### src/rtl/vga_pkg.sv
// Shared types and raster constants for the VGA framebuffer arbiter.
//   pixel_t   : one RGB332 framebuffer word
//   fb_addr_t : framebuffer word address
//   H_ACTIVE/V_ACTIVE : visible raster size from the VGA timing generator
//   FB_W/FB_H/FB_WORDS : downscaled framebuffer geometry
//   SCALE_LOG2 : log2 of the raster-to-framebuffer downscale factor
package vga_pkg;
  localparam int H_ACTIVE   = 640;
  localparam int V_ACTIVE   = 480;
  localparam int FB_W       = 160;
  localparam int FB_H       = 120;
  localparam int FB_WORDS   = FB_W * FB_H;
  localparam int SCALE_LOG2 = 2;
  localparam int ADDR_W     = 15;

  typedef logic [7:0]        pixel_t;
  typedef logic [ADDR_W-1:0] fb_addr_t;
endpackage

### src/rtl/vga_fb_arbiter_if.sv
// Pixel-writer bus into the framebuffer arbiter.
//   wrValid   : writer has a word to store
//   wrReady   : write buffer can take a word this cycle
//   wrAddr    : framebuffer word address
//   wrData    : RGB332 pixel
//   wrDropped : one-cycle pulse when a buffered out-of-range write is discarded
// master = writer side, slave = arbiter side.
interface vga_fb_arbiter_if #(parameter int ADDR_W = 15);
  import vga_pkg::pixel_t;

  logic              wrValid;
  logic              wrReady;
  logic [ADDR_W-1:0] wrAddr;
  pixel_t            wrData;
  logic              wrDropped;

  modport master (output wrValid, wrAddr, wrData, input wrReady, wrDropped);
  modport slave  (input wrValid, wrAddr, wrData, output wrReady, wrDropped);
endinterface

### src/rtl/vga_wr_fifo.sv
// Write buffer holding {addr, data} entries in acceptance order.
//   clk, rst_n           : clock, synchronous active-low flush
//   push, push_addr/data : enqueue (caller guarantees !full)
//   pop                  : dequeue the head (caller guarantees !empty)
//   head_addr/head_data  : current head entry, combinational
//   full, empty          : occupancy flags
// Pointers carry one extra MSB so full and empty are distinguishable
// when the index bits match.
module vga_wr_fifo
  import vga_pkg::*;
#(
  parameter int DEPTH = 4,
  parameter int AW    = 15
) (
  input  logic          clk,
  input  logic          rst_n,
  input  logic          push,
  input  logic [AW-1:0] push_addr,
  input  pixel_t        push_data,
  input  logic          pop,
  output logic [AW-1:0] head_addr,
  output pixel_t        head_data,
  output logic          full,
  output logic          empty
);
  localparam int PW = $clog2(DEPTH) + 1;

  typedef struct packed {
    logic [AW-1:0] addr;
    pixel_t        data;
  } entry_t;

  entry_t        mem [DEPTH];
  logic [PW-1:0] wr_ptr, rd_ptr;

  assign empty = (wr_ptr == rd_ptr);
  assign full  = (wr_ptr[PW-1] != rd_ptr[PW-1]) &&
                 (wr_ptr[PW-2:0] == rd_ptr[PW-2:0]);

  always_ff @(posedge clk) begin
    if (!rst_n) begin
      wr_ptr <= '0;
      rd_ptr <= '0;
    end else begin
      if (push) wr_ptr <= wr_ptr + PW'(1);
      if (pop)  rd_ptr <= rd_ptr + PW'(1);
    end
  end

  // Storage needs no reset: the pointers decide what is valid.
  always_ff @(posedge clk) begin
    if (push) mem[wr_ptr[PW-2:0]] <= '{addr: push_addr, data: push_data};
  end

  assign head_addr = mem[rd_ptr[PW-2:0]].addr;
  assign head_data = mem[rd_ptr[PW-2:0]].data;
endmodule

### src/rtl/vga_fb_arbiter.sv
// Shares one single-port framebuffer RAM between the display fetch and a
// buffered pixel writer. The display owns every 4th pixel of active video
// (its read slot); buffered writes drain in all other cycles.
//   Clock, Reset_n      : system clock, synchronous active-low reset
//   nextX/nextY/blank_n : raster position from the VGA timing generator
//   wr                  : writer bus (slave side)
//   memAddr/memWe/memWData/memRData : RAM port, read data one cycle late
//   pixel, pixelBlank_n : display output, two cycles behind nextX/nextY
module vga_fb_arbiter
  import vga_pkg::pixel_t;
#(
  parameter int FIFO_DEPTH = 4,
  parameter int FB_W       = 160,
  parameter int FB_H       = 120,
  parameter int ADDR_W     = 15
) (
  input  logic              Clock,
  input  logic              Reset_n,
  input  logic [10:0]       nextX,
  input  logic [9:0]        nextY,
  input  logic              blank_n,
  vga_fb_arbiter_if.slave   wr,
  output logic [ADDR_W-1:0] memAddr,
  output logic              memWe,
  output pixel_t            memWData,
  input  pixel_t            memRData,
  output pixel_t            pixel,
  output logic              pixelBlank_n
);
  localparam int SL = vga_pkg::SCALE_LOG2;

  logic              slot, slot_q;
  logic [10:0]       xs;
  logic [9:0]        ys;
  logic [ADDR_W-1:0] disp_addr, head_addr, addr_n, addr_q;
  pixel_t            head_data, wdata_n, wdata_q, pix_q;
  logic              full, empty, push, pop, we, drop;
  logic [1:0]        blank_pipe;

  // Display read slot: first of each 4-pixel group inside the visible area.
  assign slot = blank_n &&
                (nextX < 11'(vga_pkg::H_ACTIVE)) &&
                (nextY < 10'(vga_pkg::V_ACTIVE)) &&
                (nextX[SL-1:0] == '0);

  // y*160 as two shifts; result truncates to the address width.
  assign xs        = nextX >> SL;
  assign ys        = nextY >> SL;
  assign disp_addr = (ADDR_W'(ys) << 7) + (ADDR_W'(ys) << 5) + ADDR_W'(xs);

  // Push is registered inside the FIFO, so a word can never reach the
  // RAM in its own acceptance cycle.
  assign push       = wr.wrValid && !full;
  assign wr.wrReady = Reset_n && !full;

  vga_wr_fifo #(.DEPTH(FIFO_DEPTH), .AW(ADDR_W)) u_fifo (
    .clk       (Clock),
    .rst_n     (Reset_n),
    .push      (push),
    .push_addr (wr.wrAddr),
    .push_data (wr.wrData),
    .pop       (pop),
    .head_addr (head_addr),
    .head_data (head_data),
    .full      (full),
    .empty     (empty)
  );

  // RAM port mux. Idle cycles and dropped writes keep the previous
  // address/data on the bus.
  always_comb begin
    pop     = 1'b0;
    drop    = 1'b0;
    we      = 1'b0;
    addr_n  = addr_q;
    wdata_n = wdata_q;
    if (slot) begin
      addr_n = disp_addr;
    end else if (!empty) begin
      pop = 1'b1;
      if (int'(head_addr) < FB_W * FB_H) begin
        we      = 1'b1;
        addr_n  = head_addr;
        wdata_n = head_data;
      end else begin
        drop = 1'b1;
      end
    end
    if (!Reset_n) begin
      pop     = 1'b0;
      drop    = 1'b0;
      we      = 1'b0;
      addr_n  = '0;
      wdata_n = '0;
    end
  end

  assign memAddr      = addr_n;
  assign memWe        = we;
  assign memWData     = wdata_n;
  assign wr.wrDropped = drop;

  // slot_q marks the cycle in which memRData carries the slot's word;
  // pix_q holds it for the following 4 pixels.
  always_ff @(posedge Clock) begin
    if (!Reset_n) begin
      addr_q     <= '0;
      wdata_q    <= '0;
      slot_q     <= 1'b0;
      pix_q      <= '0;
      blank_pipe <= '0;
    end else begin
      addr_q     <= addr_n;
      wdata_q    <= wdata_n;
      slot_q     <= slot;
      blank_pipe <= {blank_pipe[0], blank_n};
      if (slot_q) pix_q <= memRData;
    end
  end

  assign pixelBlank_n = Reset_n && blank_pipe[1];
  assign pixel        = pixelBlank_n ? pix_q : '0;
endmodule

### src/flat_wrapper.sv
// flat-port wrapper written by rule: the top's interface ports become plain ports
module vga_fb_arbiter_flat import vga_pkg::pixel_t;
#(
  parameter int FIFO_DEPTH = 4,
  parameter int FB_W       = 160,
  parameter int FB_H       = 120,
  parameter int ADDR_W     = 15
)
  (Clock, Reset_n, nextX, nextY, blank_n, memAddr, memWe, memWData, memRData, pixel, pixelBlank_n, wr_wrValid, wr_wrAddr, wr_wrData, wr_wrReady, wr_wrDropped);
  vga_fb_arbiter_if #(.ADDR_W(ADDR_W)) wr_i ();
  input  logic Clock;
  input  logic Reset_n;
  input  logic [10:0] nextX;
  input  logic [9:0] nextY;
  input  logic blank_n;
  output logic [ADDR_W-1:0] memAddr;
  output logic memWe;
  output pixel_t memWData;
  input  pixel_t memRData;
  output pixel_t pixel;
  output logic pixelBlank_n;
  input wire logic [$bits(wr_i.wrValid)-1:0] wr_wrValid;
  input wire logic [$bits(wr_i.wrAddr)-1:0] wr_wrAddr;
  input wire logic [$bits(wr_i.wrData)-1:0] wr_wrData;
  output wire logic [$bits(wr_i.wrReady)-1:0] wr_wrReady;
  output wire logic [$bits(wr_i.wrDropped)-1:0] wr_wrDropped;
  assign wr_i.wrValid = wr_wrValid;
  assign wr_i.wrAddr = wr_wrAddr;
  assign wr_i.wrData = wr_wrData;
  assign wr_wrReady = wr_i.wrReady;
  assign wr_wrDropped = wr_i.wrDropped;
  vga_fb_arbiter #(.FIFO_DEPTH(FIFO_DEPTH), .FB_W(FB_W), .FB_H(FB_H), .ADDR_W(ADDR_W)) u_core (.Clock(Clock), .Reset_n(Reset_n), .nextX(nextX), .nextY(nextY), .blank_n(blank_n), .wr(wr_i), .memAddr(memAddr), .memWe(memWe), .memWData(memWData), .memRData(memRData), .pixel(pixel), .pixelBlank_n(pixelBlank_n));
endmodule
### config.mk
export PLATFORM = sky130hd
export DESIGN_NAME = vga_fb_arbiter_flat
export DESIGN_NICKNAME = d
export VERILOG_FILES = /design/src/rtl/vga_pkg.sv /design/src/rtl/vga_fb_arbiter_if.sv /design/src/rtl/vga_wr_fifo.sv /design/src/rtl/vga_fb_arbiter.sv /design/src/flat_wrapper.sv
export SDC_FILE = /design/constraint.sdc
export NUM_CORES = 1
export LEC_CHECK = 0
export BUFFER_PORTS_ARGS = -buffer_cell sky130_fd_sc_hd__buf_2
export CORE_UTILIZATION = 57
export CTS_CLUSTER_DIAMETER = 100
export DETAILED_ROUTE_END_ITERATION = 6
export HOLD_SLACK_MARGIN = 0.03
export PLACE_DENSITY = 0.8
export SYNTH_ARGS = -nofsm -noshare
export SYNTH_HDL_FRONTEND = slang
export SYNTH_SLANG_ARGS = --single-unit
### constraint.sdc
create_clock -name Clock -period 2.86 [get_ports Clock]
set_input_delay 0 -clock Clock [delete_from_list [all_inputs] [get_ports Clock]]
set_output_delay 0 -clock Clock [all_outputs]
set_load 0.02 [all_outputs]
==> results by stage, run 1 <==
Placement:
- The area after detailed placement is 6450 sq um.
- After legalization and detailed placement, the total HPWL measured ~7500 um.
- At the end of routability-driven placement, the weighted congestion stood at ~0.83.
- The cell count after placement is ~600.
- Port buffering added a little under 90 buffers.

GRT:
- Entering global routing, the biggest net connects 47 pins.
- The most crowded layer after global routing is met2.
- The met2 demand-to-capacity share in global routing is 0.402.
- The overall routing resource usage is 0.233.
- The wire length of the first global-routing pass is about 19000 um.
- The met1 track demand over resource in global routing is 0.290.
- After global routing the overflow that remains totals 0.
- The number of global-route vias before repair was between 3000 and 4000.
- The met3 demand-to-capacity share in global routing is 0.0428.
- The number of antenna violations at the first check in global routing is 0.

Clock tree:
- The number of buffers added by the clock tree synthesis step is 17.
- At the later pin of the worst-skew pair, clock insertion delay measures ~510 ps.
- TritonCTS built the clock tree.
- The buffer levels on the longest clock path is 2.
- The H-tree depth reported by CTS is 4.
- In this run the clock root is driven by a sky130_fd_sc_hd__clkbuf_8.
- The clock sink total is 134.
- After clock tree synthesis, the clock-pin slew on the worst setup and hold paths is roughly 60 ps.

Timing:
- The worst pin sits at a relative slew slack of 0.627.
- The total count of hold-check failures in the final report was 0.
- Across the routed clock network, the largest skew measured is 7.89 ps.
- Setup violations remaining at the end of the flow were counted as 0.
- Setup repair after global routing could not meet its margin everywhere.
- The highest clock rate is between 300 and 400 MHz.
- The part of the cycle the worst path needs is 0.943.
- The post-layout minimum cycle time is 2700 ps.
- For the pin with the worst max-slew slack, the measured transition is 559 ps.
- On the final layout, the worst hold slack is 96.2 ps.
- After routing, the total negative slack on setup checks comes to 0 ps.
- The final count of pins violating max slew came to 0.

Floorplan:
- The floorplan core area is 9860 sq um.
- From bottom edge to top edge, the die measures between 100 and 150 um.
- The die covers around 11000 sq um.
- Pin placement for this block handled a little over 90 I/O pins.
- The starting utilization of the core area is 0.596.
- In this run the core area contains 36 standard-cell rows.
- The horizontal extent of the die is about 100 um.

Setup path:
- The top fanout value on the critical path is 10.
- The signal arrival time at the worst endpoint is 2700 ps.
- The worst setup path is launched from a flip-flop.
- The gate family responsible for the most delay along the worst path is compound AO/OA/AOI/OAI gates.
- Counting both buffers and inverters, the worst setup path holds a total of 3.
- The delay contributed by the slowest stage of the critical path is a little over 600 ps.
- The critical path is of the flip-flop to output port type.
- The worst setup path is captured at an output port.
- The cell at the slowest stage of the critical path is sky130_fd_sc_hd__mux4_1.
- Traced cell by cell, the critical path runs through mux4_1 -> a21oi_2 -> o211ai_4 -> buf_12 -> buf_4 -> a22oi_2 -> a21oi_1 -> buf_2.
- STA puts the critical path data required time at 2860 ps.

Finish:
- After the flow finishes, the layout carries non-filler instances totaling around 700.
- In the final layout, the multi-input gates occupy 2090 sq um.
- Summing all flip-flop and latch instances after layout gives ~3600 sq um.
- The finished cells cover around 7500 sq um.
- The number of fill cells is 565.
- The antenna diode count is 0.
- Of the cells placed in the final design, the portion with a size suffix greater than 1 is 0.299.
- The net count of the finished layout is 630.
- The layout overhead on the synthesized area is 28.1%.

Synthesis:
- For this run, the leading register cell type out of synthesis is sky130_fd_sc_hd__edfxtp_1.
- By area the synthesized netlist is led by sky130_fd_sc_hd__edfxtp_1 (47%), sky130_fd_sc_hd__dfxtp_1 (14%), sky130_fd_sc_hd__mux4_2 (6.5%).
- The share of the yosys chip area belonging to registers is 0.613.
- The area share of the largest cell type after synthesis is 0.470.
- In this run the cell area of the synthesized design comes to 5870 sq um.
- The most repeated cell in the gate-level netlist after synthesis is sky130_fd_sc_hd__edfxtp_1.
- Averaged over all synthesized cells, the footprint is roughly 15 sq um.
- The share of flip-flops with an asynchronous set or reset after synthesis is 0.
- The post-synthesis net count is 480.
- In the synthesized netlist, the cells that appear most often are sky130_fd_sc_hd__edfxtp_1 (92), sky130_fd_sc_hd__dfxtp_1 (42), sky130_fd_sc_hd__a21oi_1 (35).
- The count of different cell masters after synthesis is 44.
- The count of flip-flops with a built-in enable after synthesis is 92.
- In this run, synthesis produced a sequential element count of between 100 and 150.
- The largest total area in the synthesized netlist belongs to sky130_fd_sc_hd__edfxtp_1.
- In the synthesized netlist, the number of instances is 402.
- The Yosys step of the flow raised 0 warnings.

Route:
- The starting DRC count in detailed routing is 190.
- The remaining antenna violation count is 0.
- The remaining routing DRC violations is 0.
- For this run, the detailed router's first-pass iteration total came to 4.
- After detailed routing, the average wire length per cell comes to roughly 17 um.
- Dividing the detail-routed via count by the number of cells gives 5.43.
- The routed layout has around 3800 vias.
- The final wirelength is around 12000 um.

Run status:
- The run finished with clean final reports.

Run:
- Max-cap violations in this run came to 0.

Pwr:
- The power density over cell area is approximately 880 nW/um^2.
- The peak supply drop is approximately 590 uV.
- Of the total power, registers draw 0.375.
- The share of total power dissipated in the clock network is 0.285.
- Summed over all cells, the static leakage comes to roughly 3.0 nW.
- Of the total power, the share spent switching nets is 0.314.
- The relative contribution of combinational cells to total power is 0.341.
- The switching power is approximately 0.0021 W.
- The internal portion of the total power is approximately 0.0045 W.

Min path:
- The worst hold path class is input port to flip-flop.
## tightest hold or removal path: cells and delay by family
family | cells | cell delay [ps]
AO/OA/AOI/OAI | 2 | 220
adder cells (fa/ha/maj) | 2 | 250
buffers and inverters | 1 | 90
## sequential cells by signal (all words and copies together), names as in the netlist, named ones only
name / cells
u_core.pix_q: 8
u_core.u_fifo.mem: 92
u_core.blank_pipe: 2
u_core.slot_q: 1
u_core.u_fifo.rd_ptr: 3
u_core.u_fifo.wr_ptr: 3
u_core.addr_q: 15
u_core.wdata_q: 8
## timing repair
item / in CTS / in global routing
gates resized for setup: 3 / 7
endpoints found under the setup margin: 24 / 20
pin swaps: 0 / 4
hold buffers: 46 / 0
setup buffers: 0 / 5
endpoints found under the hold margin: 116 / 0
## logic make-up after synthesis
family | count (synthesis) | share of synthesized area
DFF | 134 | 0.613
AOI/OAI and AO/OA | 82 | 0.0982
and+or+nand+nor | 66 | 0.0586
muxes | 44 | 0.128
buffers and inverters | 43 | 0.0349
adders and majority gates | 22 | 0.0507
xor gates and xnor gates | 11 | 0.0164
## power by group through the flow
| stage | Sequential [W] | Clock, W | Combinational, W |
|---|---|---|---|
| after floorplan | 0.00246 | 0 | 0.00162 |
| after global placement | 0.00249 | 0 | 0.00198 |
| after detailed placement | 0.00251 | 0 | 0.00204 |
| after CTS | 0.00248 | 0.00191 | 0.00211 |
| after global routing | 0.00250 | 0.00198 | 0.00245 |
| final | 0.00247 | 0.00188 | 0.00225 |
## through the flow
stage,setup WS (ps),power [W],utilization
final,164,0.00660,0.763
after global routing,-33.1,0.00693,0.763
after CTS,6.99,0.00650,0.755
after detailed placement,285,0.00454,0.654
after global placement,367,0.00447,0.654
after floorplan,738,0.00408,-
## metal layers
metal | share of wire | wire length, um | vias to the layer above
met1 | 0.44 | 5200 | 1849
li1 | - | - | 1822
met4 | 0.013 | 149 | 0
met3 | 0.035 | 413 | 15
met5 | 0 | 0 | -
met2 | 0.51 | 5980 | 106
## final timing paths
check,endpoint,start,cells past startpoint,slack (ps)
setup / recovery,memAddr[12],flip-flop,8,160
hold / removal,u_core.addr_q[6],nextX[8],5,100
setup reg to reg,u_core.addr_q[12],flip-flop,7,710
hold reg to reg,u_core.blank_pipe[1],u_core.blank_pipe[0],1,440
## cell usage in the layout (no fill, tap or decap), types with 19 or more instances in the layout
master	count
sky130_fd_sc_hd__edfxtp_1	92
sky130_fd_sc_hd__ha_1	19
sky130_fd_sc_hd__inv_1	22
sky130_fd_sc_hd__dlygate4sd3_1	46
sky130_fd_sc_hd__mux2i_1	21
sky130_fd_sc_hd__a21oi_1	33
sky130_fd_sc_hd__dfxtp_1	41
sky130_fd_sc_hd__nor2_1	26
sky130_fd_sc_hd__buf_2	87
## final cells by class
| type | count | area share |
|---|---|---|
| Sequential cell | 134 | 0.479 |
| Multi-Input combinational cell | 225 | 0.278 |
| Timing Repair Buffer | 150 | 0.139 |
| Clock buffer | 28 | 0.0672 |
| Tap cell | 133 | 0.0221 |
| Inverter | 24 | 0.0120 |
| Clock inverter | 4 | 0.00249 |
No activity file was read; power rests on OpenSTA's default activity.
==> run 2: changes to the inputs <==
CORE_ASPECT_RATIO = 1.75   (was default)
==> run 2 against run 1 <==
Clock skew grew 0.65 ps. Maximum frequency fell by 1.9%. Largest cell class unchanged. Cell count is 2.7% lower. Critical endpoint is now memWData[7]. Setup slack got worse by 51 ps. Wire length up 5.3%.
==> results by stage, run 2 (synthesis results as in run 1) <==
Placement:
- The global placer's final weighted congestion is 0.816 (-1.7%).
- The worst setup slack before clock tree synthesis is 334 ps (+49.8 ps).
- The HPWL after detailed placement came to 7980 um (+6.7%).
- The total of buffers placed on input and output ports is 88 (unchanged).

Clock tree:
- The H-tree depth reported by CTS is 4 (unchanged).
- The number of buffers added by the clock tree synthesis step is 17 (unchanged).
- The TritonCTS clock tree is yes.
- The buffer levels on the longest clock path is 2 (unchanged).
- The root buffer cell chosen for the clock tree is sky130_fd_sc_hd__clkbuf_16.
- The clock transition at the registers of the reported paths came to 60 ps (about the same).
- The clock sink total is 134 (unchanged).
- The clock network latency to the later pin of the worst-skew pair is 410 ps (-100 ps).

Pwr:
- The reported leakage power is 3.00 nW (-1.4%).
- The power density over cell area is 899 nW/um^2 (+2.6%).
- The post-layout total power came to 0.00666 W (+0.91%).
- The peak supply drop is 653 uV (+11%).

Setup path:
- The depth of the most critical reg-to-reg path is 6 (-1).
- The critical path in this run is classified as flip-flop to output port.
- The kind of capture point of the worst setup path is an output port.
- The top fanout value on the critical path is 17 (+7).
- The register-to-register setup slack is 600 ps (-110 ps).
- The signal arrival time at the worst endpoint is 2750 ps (+50 ps).
- STA classifies the critical path startpoint as a flip-flop.
- The required time at the worst-slack endpoint is 2860 ps (about the same).
- The endpoint identified for the worst register-to-register timing path is u_core.addr_q[0].

Timing:
- The final count of pins violating max slew is 0 (unchanged).
- The highest clock rate came to 364 MHz (-1.9%).
- The post-route clock skew came to 8.54 ps (+0.645 ps).
- The count of final setup violators came to 0 (unchanged).
- The total count of hold-check failures in the final report is 0 (unchanged).
- The slew of the pin with the lowest slew margin was 581 ps (+22.3 ps).
- The summed negative setup slack over all endpoints was 0 ps (unchanged).
- The part of the cycle the worst path needs was 0.960 (+0.0179).
- Setup repair after global routing left no endpoint under its margin.
- The normalized max-slew margin is 0.612 (-0.0149).
- The minimum setup slack in the final design is 113 ps (-51.1 ps).
- The post-layout minimum cycle time is 2750 ps (+51.1 ps).

GRT:
- The number of global-route vias before repair is 3922 (+1.0%).
- The pin count of the biggest net entering global routing is 47 (unchanged).
- The overall routing resource usage is 0.244 (+0.0112).
- The leftover overflow at the end of global routing is 0 (unchanged).
- The number of antenna violations at the first check in global routing came to 0 (unchanged).
- The wire length of the first global-routing pass is 18900 um (-1.0%).

Min path:
- The worst hold path begins at nextY[2].
- The cell depth of the worst min-delay path is 4 (-1).
- The path with the worst hold slack has its endpoint at u_core.addr_q[5].
- The worst hold path class is input port to flip-flop.

Floorplan:
- The starting utilization of the core area is 0.589 (-0.00628).
- The count of standard-cell rows came to 48 (+33%).
- The boundary pin count was 91 (unchanged).
- The chip height came to 136 um (+32%).
- The overall die area is 10700 sq um (+0.14%).
- The floorplan core area was 9970 sq um (+1.1%).
- The horizontal extent of the die came to 78.7 um (-24%).

Route:
- The starting DRC count in detailed routing is 158 (-17%).
- The remaining antenna violation count is 0 (unchanged).
- The remaining routing DRC violations is 0 (unchanged).
- The final routed wire length divided by cell count is 18.2 um (+8.3%).
- The via count normalized by instance count was 5.65 (+4.0%).
- The total vias in the final route came to 3835 (+1.1%).
- The number of detailed-route iterations in the first pass came to 4 (unchanged).
- The final wirelength came to 12400 um (+5.3%).

Finish:
- Relative to the synthesized area, the layout overhead comes to 26.1%.
- The library cells used most frequently in the layout, excluding fill and tap cells, are sky130_fd_sc_hd__edfxtp_1 (92), sky130_fd_sc_hd__buf_2 (88), sky130_fd_sc_hd__dfxtp_1 (40).
- The share of cells above drive strength 1 was 0.298 (-0.00128).
- The number of flip-flops in the largest register came to 92 (unchanged).
- The number of nets in the layout was 619 (-1.7%).
- The antenna diode count is 0 (unchanged).
- Leaving out fill and tap cells, the most frequent cell in the layout is sky130_fd_sc_hd__edfxtp_1.

Run:
- The max capacitance violation total was 0 (unchanged).

Run status:
- The flow ran to the end, and the final reports show no timing, DRC or antenna violations.
## run 2: changes by cell type in the layout (fill, tap and decap cells not counted), moves of 2 or more
cell,before,now
sky130_fd_sc_hd__dfxtp_2,0,2
sky130_fd_sc_hd__clkbuf_8,6,0
sky130_fd_sc_hd__a21oi_2,3,1
sky130_fd_sc_hd__bufinv_16,0,2
sky130_fd_sc_hd__a21oi_1,33,35
sky130_fd_sc_hd__fa_2,2,0
sky130_fd_sc_hd__buf_4,15,12
sky130_fd_sc_hd__clkbuf_1,6,2
sky130_fd_sc_hd__dlygate4sd3_1,46,37
sky130_fd_sc_hd__clkinv_1,2,4
sky130_fd_sc_hd__fa_1,1,3
sky130_fd_sc_hd__clkinv_2,3,7
## run 2: repair_timing
action,in CTS,in global routing
pin swaps,0,1
hold buffers,37,0
resized for setup,2,1
endpoints found under the hold margin,106,0
setup endpoints to repair,15,10
cloned,0,1
buffers inserted,0,1
## run 2: how the worst max path moves through the flow
stage,endpoint,slack [ps],depth (start not counted)
2_1_floorplan,memAddr[10],740,8
3_3_place_gp,memWData[6],380,7
3_5_place_dp,memWData[5],330,7
4_1_cts,memWData[5],70,7
5_1_grt,memWData[7],30,8
6_report,memWData[7],110,8
## run 2: stage by stage
step | instance area (sq um) | hold slack (ps) | utilization | cells
after floorplan | 5870 | 98.9 | - | 402
after global placement | 6450 | 209 | 0.647 | 608
after detailed placement | 6450 | 216 | 0.647 | 608
after CTS | 7370 | 42.6 | 0.739 | 677
after global routing | 7410 | 76.3 | 0.743 | 679
final | 7410 | 51.5 | 0.743 | 679
## run 2: final cells by class
| class | instances | area [sq um] |
|---|---|---|
| Sequential cell | 134 | 3610 |
| Fill cell | 653 | 2560 |
| Multi-Input combinational cell | 226 | 2090 |
| Timing Repair Buffer | 138 | 921 |
| Clock buffer | 19 | 433 |
| Tap cell | 125 | 156 |
| Clock inverter | 13 | 114 |
| Inverter | 24 | 90.1 |
## run 2: report_power, final
group          switching [W]  internal [W]  leakage [nW]
combinational        0.00123      0.000927          1.54
sequential          0.000160       0.00234          1.19
clock               0.000739       0.00126         0.272
## run 2: worst max-delay path, cell delays in order (launching register included)
cell and delay (ps):
sky130_fd_sc_hd__dfxtp_2 490, sky130_fd_sc_hd__mux4_1 650, sky130_fd_sc_hd__a21oi_2 300, sky130_fd_sc_hd__o21ai_2 140, sky130_fd_sc_hd__nand2_4 110, sky130_fd_sc_hd__nand4_4 110, sky130_fd_sc_hd__buf_12 200, sky130_fd_sc_hd__o2bb2ai_2 150
sky130_fd_sc_hd__buf_2 190
## run 2: metal layers
layer  vias to the layer above  GRT usage  routed length, um
li1                       1810          -                  -
met1                      1905      0.244               4560
met2                       102      0.466               7180
met3                        18     0.0544                407
met4                         0      0.115                211
met5                         -          0                  0
==> run 3: changes to the inputs <==
CELL_PAD_IN_SITES_DETAIL_PLACEMENT = 0   (was default)
CELL_PAD_IN_SITES_GLOBAL_PLACEMENT = 2   (was default)
CORE_UTILIZATION = 40   (was 57)
PLACE_DENSITY = default   (was 0.8)
PLACE_DENSITY_LB_ADDON = 0.1   (was default)
SETUP_SLACK_MARGIN = 0.15   (was default)
==> run 3 against run 2 <==
Sequential cell count unchanged. Clock skew increased by 1.1 ps. Combinational power increased by 7%. Via count decreased by 4.4%. Clock power increased by 9%. Worst hold slack about the same. Setup slack improved by 140 ps.
==> results by stage, run 3 (synthesis results as in run 1) <==
Route:
- The remaining routing DRC violations is 0 (unchanged).
- The starting DRC count in detailed routing is 107 (-32%).
- The final routed wire length divided by cell count is 16.6 um (-8.5%).
- The via count normalized by instance count is 4.97 (-12%).
- The remaining antenna violation count is 0 (unchanged).
- The total vias in the final route was 3665 (-4.4%).
- The final wirelength is 12300 um (-0.60%).
- The number of detailed-route iterations in the first pass was 4 (unchanged).

Setup path:
- The top fanout value on the critical path is 16 (-1).
- The required time at the worst-slack endpoint was 2860 ps (about the same).
- The worst reg2reg path endpoint is u_core.wdata_q[2].
- The signal arrival time at the worst endpoint is 2610 ps (-140 ps).
- The cell at the slowest stage of the critical path is sky130_fd_sc_hd__mux4_2.
- The number of stages on the worst setup path came to 10 (+2).
- STA classifies the critical path startpoint as a flip-flop.
- The depth of the most critical reg-to-reg path is 9 (+3).
- The gate family responsible for the most delay along the worst path is buffers and inverters.
- Traced cell by cell, the critical path runs through buf_12 -> mux4_2 -> a21oi_4 -> o21ai_2 -> nand2_4 -> nand4_4 -> buf_12 -> buf_4 -> inv_2 -> buf_2.
- The critical path ends at memWe.
- The kind of capture point of the worst setup path is an output port.
- The library cell appearing most often on the critical path is sky130_fd_sc_hd__buf_12.
- The register-to-register setup slack was 650 ps (+50 ps).
- The critical path is of the flip-flop to output port type.
- The delay contributed by the slowest stage of the critical path is 560 ps (-90 ps).
- The total buffers and inverters traversed by the critical path is 5 (+3).

GRT:
- The wire length of the first global-routing pass was 19300 um (+2.4%).
- The leftover overflow at the end of global routing is 0 (unchanged).
- The number of antenna violations at the first check in global routing is 0 (unchanged).
- The number of global-route vias before repair is 3786 (-3.5%).
- The pin count of the biggest net entering global routing is 47 (unchanged).
- The overall routing resource usage is 0.173 (-0.0711).

Pwr:
- The relative contribution of combinational cells to total power is 0.332 (+0.008).
- The switching share of power came to 0.322 (+0.00252).
- The clock share of power was 0.312 (+0.012).
- The power density over cell area was 916 nW/um^2 (+1.8%).
- The reported leakage power is 3.05 nW (+1.9%).
- The internal portion of total power is 0.00472 W (+4.3%).
- The switching power is 0.00225 W (+5.5%).
- The peak supply drop is 555 uV (-15%).
- The portion of total power attributed to sequential cells is 0.355 (-0.021).

Floorplan:
- The floorplan core area is 14400 sq um (+44%).
- The horizontal extent of the die is 93.6 um (+19%).
- The count of standard-cell rows is 58 (+21%).
- The boundary pin count is 91 (unchanged).
- The starting utilization of the core area was 0.409 (-0.180).
- The chip height is 162 um (+19%).
- The overall die area is 15200 sq um (+42%).

Clock tree:
- The cell at the root of the clock tree is sky130_fd_sc_hd__clkbuf_16.
- The clock sink total is 134 (unchanged).
- The clock transition at the registers of the reported paths was 60 ps (about the same).
- The buffer levels on the longest clock path was 2 (unchanged).
- The number of buffers added by the clock tree synthesis step is 17 (unchanged).
- TritonCTS built the clock tree.
- The H-tree depth reported by CTS is 4 (unchanged).
- The clock network latency to the later pin of the worst-skew pair is 410 ps (about the same).

Timing:
- The count of final setup violators is 0 (unchanged).
- Setup repair after global routing left no endpoint under its margin.
- The post-layout minimum cycle time is 2610 ps (-140 ps).
- The normalized max-slew margin came to 0.637 (+0.0251).
- The highest clock rate was 384 MHz (+5.4%).
- The post-route clock skew was 9.61 ps (+1.07 ps).
- The final count of pins violating max slew came to 0 (unchanged).
- The summed negative setup slack over all endpoints came to 0 ps (unchanged).
- The part of the cycle the worst path needs is 0.911 (-0.0491).
- The total count of hold-check failures in the final report was 0 (unchanged).
- The slew of the pin with the lowest slew margin was 545 ps (-36.3 ps).

Min path:
- The worst hold path class is input port to flip-flop.

Finish:
- The number of nets in the layout is 623 (+0.65%).
- In the layout the commonest cells are sky130_fd_sc_hd__edfxtp_1 (92), sky130_fd_sc_hd__buf_2 (88), sky130_fd_sc_hd__dfxtp_1 (40).
- The antenna diode count is 0 (unchanged).
- The most frequent standard cell in the layout excluding fill and tap cells is sky130_fd_sc_hd__edfxtp_1.
- The post-route core utilization is 0.530 (-0.213).
- The number of flip-flops in the largest register was 92 (unchanged).
- The share of cells above drive strength 1 is 0.312 (+0.0140).
- The layout overhead on the synthesized area is 29.6%.
- The cell area after layout was 7610 sq um (+2.8%).

Placement:
- The HPWL after detailed placement is 8110 um (+1.7%).
- The total of buffers placed on input and output ports is 88 (unchanged).
- The global placer's final weighted congestion is 0.716 (-12%).
- The area after detailed placement came to 6510 sq um (+1.0%).

Run status:
- The run finished with clean final reports.

Run:
- The max capacitance violation total was 0 (unchanged).
## run 3: cell types whose count changed in the layout (fill, tap and decap cells not counted), sizes merged
cell	change
clkinv	-7
inv	+7
buf	+4
bufbuf	+1
clkbuf	-1
clkinvlp	+1
o211ai	-1
## run 3: cell type report
cell class              instances  area (sq um)
well taps                     180           225
repair buffers                143          1020
clock buffers                  18           429
inverters                      24          90.1
fillers                      1265          6760
clock inverters                14           164
multi-input cells             225          2080
flip-flops and latches        134          3610
## run 3: how the worst min path moves through the flow
stage | endpoint | start | depth (start not counted) | slack, ps
2_1_floorplan | u_core.u_fifo.mem[0][0] | wr_wrData[0] | 0 | 100
3_3_place_gp | u_core.u_fifo.mem[2][0] | wr_wrData[0] | 1 | 210
3_5_place_dp | u_core.u_fifo.mem[0][0] | wr_wrData[0] | 1 | 220
4_1_cts | u_core.u_fifo.wr_ptr[2] | wr_wrValid | 4 | 40
5_1_grt | u_core.u_fifo.wr_ptr[2] | wr_wrValid | 4 | 80
6_report | u_core.u_fifo.wr_ptr[2] | wr_wrValid | 4 | 50
## run 3: metrics by stage
stage	hold WS [ps]	power, W	setup slack (ps)	instances
floorplan	98.9	0.00408	738	402
global placement	210	0.00455	304	661
detailed placement	216	0.00459	238	661
CTS	37.9	0.00706	211	738
global route	77.7	0.00732	156	738
finish	51.7	0.00697	254	738
## run 3: what timing repair did
action,CTS,global route
endpoints found under the setup margin,24,0
setup buffers,7,0
gates resized for setup,5,0
hold buffers,37,0
hold endpoints to repair,106,0
## run 3: metal layers
metal	vias up	GRT usage	wire (um)
met2	72	0.324	6750
met3	14	0.0290	332
li1	1808	-	-
met1	1771	0.190	5030
met4	0	0.0713	176
met5	-	0	0
## run 3: power groups by stage
| stage | clock network [W] | registers [W] | logic, W |
|---|---|---|---|
| after floorplan | 0 | 0.00246 | 0.00162 |
| after global placement | 0 | 0.00250 | 0.00205 |
| after detailed placement | 0 | 0.00251 | 0.00208 |
| after CTS | 0.00222 | 0.00248 | 0.00236 |
| after global routing | 0.00230 | 0.00251 | 0.00251 |
| final | 0.00218 | 0.00248 | 0.00232 |
## run 3: worst reg2reg max path, cell delays in order (launching register included)
cell	delay, ps
sky130_fd_sc_hd__dfxtp_2	380
sky130_fd_sc_hd__buf_12	170
sky130_fd_sc_hd__mux4_2	570
sky130_fd_sc_hd__a21oi_4	230
sky130_fd_sc_hd__o21ai_2	110
sky130_fd_sc_hd__nand2_4	110
sky130_fd_sc_hd__nand4_4	110
sky130_fd_sc_hd__buf_12	200
sky130_fd_sc_hd__buf_4	150
sky130_fd_sc_hd__o2bb2ai_1	120
